### config.mk
export PLATFORM = sky130hd
export DESIGN_NAME = distortion_pipe
export DESIGN_NICKNAME = d
export VERILOG_FILES = /design/src/rtl/distortion_pipe.sv
export SDC_FILE = /design/constraint.sdc
export NUM_CORES = 1
export LEC_CHECK = 0
export CAP_MARGIN = 40
export CORE_MARGIN = 5
export CORE_UTILIZATION = 45
export DETAILED_ROUTE_END_ITERATION = 12
export PLACE_DENSITY_LB_ADDON = 0.25
export RECOVER_POWER = 25
export SYNTH_ARGS = -nofsm -noshare
export SYNTH_HDL_FRONTEND = slang
export SYNTH_SLANG_ARGS = --single-unit
### constraint.sdc
create_clock -name clk -period 6.37 [get_ports clk]
set_input_delay 1.274 -clock clk [delete_from_list [all_inputs] [get_ports clk]]
set_output_delay 1.274 -clock clk [all_outputs]
set_load 0.005 [all_outputs]
### src/rtl/distortion_pipe.sv
// rtl/distortion_pipe.sv - three-stage stereo distortion pipeline (shape, gain multiply, shift/saturate)
module distortion_pipe #(
    parameter int DW    = 16,
    parameter int GW    = 16,
    parameter int GFRAC = 8,
    parameter int CW    = 16
) (
    input  logic                 clk,
    input  logic                 rst_n,
    input  logic                 in_valid,
    output logic                 in_ready,
    input  logic signed [DW-1:0] in_data,
    input  logic                 in_ch,
    input  logic [1:0]           mode,
    input  logic [DW-2:0]        threshold,
    input  logic signed [GW-1:0] gain,
    input  logic                 clr_cnt,
    output logic                 out_valid,
    input  logic                 out_ready,
    output logic signed [DW-1:0] out_data,
    output logic                 out_ch,
    output logic                 out_clip,
    output logic [CW-1:0]        clip_cnt
);

    localparam int PW = DW + GW;
    localparam int EW = DW + 2;

    localparam logic signed [PW-1:0] MAXV = $signed({{(GW + 1){1'b0}}, {(DW - 1){1'b1}}});
    localparam logic signed [PW-1:0] MINV = $signed({{(GW + 1){1'b1}}, {(DW - 1){1'b0}}});

    logic advance;
    logic accept;

    assign advance  = out_ready | ~out_valid;
    assign in_ready = advance;
    assign accept   = in_valid & in_ready;

    // S1 shaping is done at DW+2 bits so |x| of the most negative sample and 2T stay exact
    logic signed [EW-1:0] x_e;
    logic signed [EW-1:0] t_e;
    logic signed [EW-1:0] ax;
    logic signed [EW-1:0] mag;
    logic signed [EW-1:0] shaped;
    logic                 x_neg;
    logic                 over;
    logic                 alt;
    logic signed [DW-1:0] shaped_s;

    always_comb begin
        x_e    = $signed({{2{in_data[DW-1]}}, in_data});
        t_e    = $signed({3'b000, threshold});
        x_neg  = in_data[DW-1];
        ax     = x_neg ? -x_e : x_e;
        over   = (ax > t_e);
        mag    = t_e;
        shaped = x_e;
        alt    = 1'b0;
        case (mode)
            2'b10: mag = t_e + ((ax - t_e) >>> 1);
            2'b11: begin
                mag = (t_e <<< 1) - ax;
                if (mag < -t_e) begin
                    mag = -t_e;
                end
            end
            default: mag = t_e;
        endcase
        if ((mode != 2'b00) && over) begin
            alt    = 1'b1;
            shaped = x_neg ? -mag : mag;
        end
        shaped_s = shaped[DW-1:0];
    end

    logic                 s1_valid;
    logic signed [DW-1:0] s1_data;
    logic signed [GW-1:0] s1_gain;
    logic                 s1_byp;
    logic                 s1_alt;
    logic                 s1_ch;

    logic                 s2_valid;
    logic signed [PW-1:0] s2_prod;
    logic                 s2_alt;
    logic                 s2_ch;

    // Bypass pre-scales by 2^GFRAC so the S3 shift returns the sample untouched
    logic signed [PW-1:0] d_ext;
    logic signed [PW-1:0] g_ext;
    logic signed [PW-1:0] prod;

    always_comb begin
        d_ext = $signed({{GW{s1_data[DW-1]}}, s1_data});
        g_ext = $signed({{DW{s1_gain[GW-1]}}, s1_gain});
        if (s1_byp) begin
            prod = d_ext <<< GFRAC;
        end else begin
            prod = d_ext * g_ext;
        end
    end

    logic signed [PW-1:0] shifted;
    logic signed [DW-1:0] sat_data;
    logic                 sat;

    always_comb begin
        shifted  = s2_prod >>> GFRAC;
        sat      = 1'b0;
        sat_data = shifted[DW-1:0];
        if (shifted > MAXV) begin
            sat      = 1'b1;
            sat_data = MAXV[DW-1:0];
        end else if (shifted < MINV) begin
            sat      = 1'b1;
            sat_data = MINV[DW-1:0];
        end
    end

    always_ff @(posedge clk or negedge rst_n) begin
        if (!rst_n) begin
            s1_valid  <= 1'b0;
            s1_data   <= '0;
            s1_gain   <= '0;
            s1_byp    <= 1'b0;
            s1_alt    <= 1'b0;
            s1_ch     <= 1'b0;
            s2_valid  <= 1'b0;
            s2_prod   <= '0;
            s2_alt    <= 1'b0;
            s2_ch     <= 1'b0;
            out_valid <= 1'b0;
            out_data  <= '0;
            out_ch    <= 1'b0;
            out_clip  <= 1'b0;
        end else if (advance) begin
            s1_valid  <= accept;
            s1_data   <= shaped_s;
            s1_gain   <= gain;
            s1_byp    <= (mode == 2'b00);
            s1_alt    <= alt;
            s1_ch     <= in_ch;
            s2_valid  <= s1_valid;
            s2_prod   <= prod;
            s2_alt    <= s1_alt;
            s2_ch     <= s1_ch;
            out_valid <= s2_valid;
            out_data  <= sat_data;
            out_ch    <= s2_ch;
            out_clip  <= s2_alt | sat;
        end
    end

    always_ff @(posedge clk or negedge rst_n) begin
        if (!rst_n) begin
            clip_cnt <= '0;
        end else if (clr_cnt) begin
            clip_cnt <= '0;
        end else if (out_valid && out_ready && out_clip && (clip_cnt != {CW{1'b1}})) begin
            clip_cnt <= clip_cnt + 1'b1;
        end
    end

endmodule

==> out/qor.yml <==
clock_network:
  clock_sinks: 98
  cts_buffer_depth: 2
  clock-root-buffer: "clkbuf_16"
  clk_latency_ns: 0.36
  cts_buffers: 9
  path_clk_slew_ns: 0.07
  cts_hold_buf: 0
  cts_tree: "built"
  h-tree-depth: 3
placement:
  dp_hpwl_um: 44400
  io_buffers: 90
  placed_cells: 2901
  place_ws_ns: -1.65
  gp_congestion: 0.996
finish:
  fillers: 3338
  nets: 2898
  drive_above_1_share_pct: 24.3
  final_cell_mix: "buf_4 (387), inv_1 (314), nand2_1 (282)"
  final_common_cell: "buf_4"
  stdcell_count: 2960
  area_growth_pct: 31.8
logic_synthesis:
  syn_avg_cell_area_um2: 8.61
  synthDistinctLibCells: 85
  syn_area_um2: 17400
  synth_ff_type: "dfrtp_1"
  yosys_warnings: 0
  synthArstFlopShare_pct: 100
  syn-instance-count: 2024
  synth_edf_count: 0
  ys_ff_latch: 98
  syn-num-nets: 2486
  yosysSeqAreaShare_pct: 14.1
sta:
  whs_ns: 0.464
  final-hold-violation-count: 0
  post-route-period-util_pct: 108
  final.setup_skew_ns: 0.0106
  min_period_ns: 6.89
  fin_ws_ns: -0.520
  tns_ns: -4.08
  slew_violations: 101
  fmax_mhz: 145
  setup_viol: 17
  worstMarginPinSlew_ns: 1.92
  rsz0062_at_grt: "yes"
  relSlewSlack_pct: -28.3
critical_path:
  cp.arrival_ns: 7.13
  worst-r2r-cell-count: 24
  reg2reg_slack_ns: -0.20
  regToRegEndpoint: "s2_prod[30]"
  crit_top_cell: "buf_4"
  critPathLaunch: "in_data[1]"
  slowest_delay_ns: 0.48
  slowest_stage: "or4_4"
  reg2reg_from: "s1_gain[6]"
  crit_fanout: 3
  startpoint_type: "primary input"
  worst_ep_required_time_ns: 6.61
  endpoint: "s1_data[15]"
  end_kind: "flop"
  critical_path_class: "primary input to flop"
route:
  routedWlPerCell_um: 17.8
  ant_nets: 0
  dr_total_vias: 15500
  routed_wl_um: 52700
  drt_iter0_markers: 883
  viasPerCell: 5.24
  route.detailed.drc: 0
  drtPass1Iterations: 5
min_path:
  hp-class: "flop to flop"
  min_from: "s2_valid"
floorplanning:
  dieArea_um2: 42700
  die_h_um: 207
  fp.dieW_um: 207
  boundaryPins: 91
  core_region_area_um2: 38500
  start_util_pct: 45.3
  fp-row-count: 72
global_route:
  antenna_found_initial: 1
  grt_max_degree: 78
  grt_pass1_vias: 16800
  grt_first_pass_wirelength_um: 86600
  gr-total-overflow: 0
  grt_usage_pct: 25.6
job:
  maxCapViolations: 2
outcome:
  status: "complete, but fails checks"
  violations: "capacitance limit, slew limit, setup timing"
## synthesized netlist by cell type, types with 10 or more instances
| master | instances | area (um2) |
|---|---|---|
| a21o_1 | 19 | 143 |
| fa_1 | 264 | 5290 |
| xnor2_1 | 75 | 657 |
| mux2i_1 | 11 | 110 |
| o21a_1 | 11 | 82.6 |
| inv_1 | 322 | 1210 |
| nand2_1 | 292 | 1100 |
| nand4_1 | 16 | 100 |
| clkbuf_1 | 81 | 304 |
| nor3_1 | 26 | 130 |
| a21oi_1 | 95 | 475 |
| xor2_1 | 36 | 315 |
| and2_1 | 101 | 632 |
| ha_1 | 143 | 1790 |
| o21ai_0 | 64 | 320 |
| nor2_1 | 124 | 465 |
| a211oi_1 | 10 | 75.1 |
| and3_1 | 12 | 75.1 |
| nor2b_1 | 14 | 87.6 |
| dfrtp_1 | 98 | 2450 |
| nand3_1 | 21 | 105 |
| nand2b_1 | 31 | 194 |
## critical path: cells and delay by family
kind            cells  cell delay (ns)
buf+inv             7             0.87
xor+xnor            2             0.31
compound gates      9             1.31
fa+ha+maj           2             0.41
simple gates       12             2.95
## what timing repair did
action / in CTS / in global routing
endpoints found under the setup margin: 22 / 26
pin swaps: 77 / 44
buffers inserted: 44 / 9
resized for setup: 121 / 66
gates cloned: 0 / 0
hold endpoints to repair: 0 / 0
## worst min-delay path by stage
stage	to	slack, ns	depth (start not counted)
detailed placement	s2_valid	0.45	2
finish	s2_valid	0.46	2
global placement	s2_valid	0.44	2
CTS	s2_valid	0.46	2
global route	out_valid	0.49	1
floorplan	s2_valid	0.43	2
## flip-flops by register name, indices dropped and copies added, names as in the netlist, 16 cells and up
name,cells
out_data,16
s1_gain,16
s2_prod,24
s1_data,16
clip_cnt,16
## layout make-up
| type | count | area [um2] | share of cell area, % |
|---|---|---|---|
| sequential | 98 | 2470 | 10.8 |
| clock inverter | 6 | 82.6 | 0.360 |
| clock buffer | 10 | 239 | 1.04 |
| timing repair buffer | 491 | 4000 | 17.4 |
| antenna | 1 | 2.50 | 0.0109 |
| inverter | 324 | 1220 | 5.30 |
| tap | 518 | 648 | 2.82 |
| multi-input combinational | 1512 | 14300 | 62.3 |
## layer usage
layer / share of wire [%] / wire length (um) / up-vias / GRT usage (%)
met5: 0 / 0 / - / 0
met4: 4.2 / 2200 / 0 / 10.5
met3: 4.1 / 2150 / 111 / 2.61
met2: 50 / 26600 / 392 / 44.2
met1: 41 / 21700 / 7735 / 33.0
li1: - / - / 7272 / -
## logic make-up (layout without fill, tap and decap cells)
kind of cell	count (synthesis)	after routing	share of synthesized area [%]
other cells	0	1	0
simple gates	687	687	19.0
buf+inv	414	831	8.96
fa+ha+maj	408	408	40.7
compound gates	292	292	10.8
mux	14	14	0.869
xor+xnor	111	111	5.58
flops	98	98	14.1
## through the flow
step                cell area (um2)  util [%]
floorplan                     17800         -
global placement              21600      56.2
detailed placement            21700      56.3
CTS                           22600      58.9
global route                  23000      59.7
finish                        23000      59.7
Power is left out: the tool's default activity adds up to more than one toggle a clock period on the data nets, which glitch-free logic cannot reach.
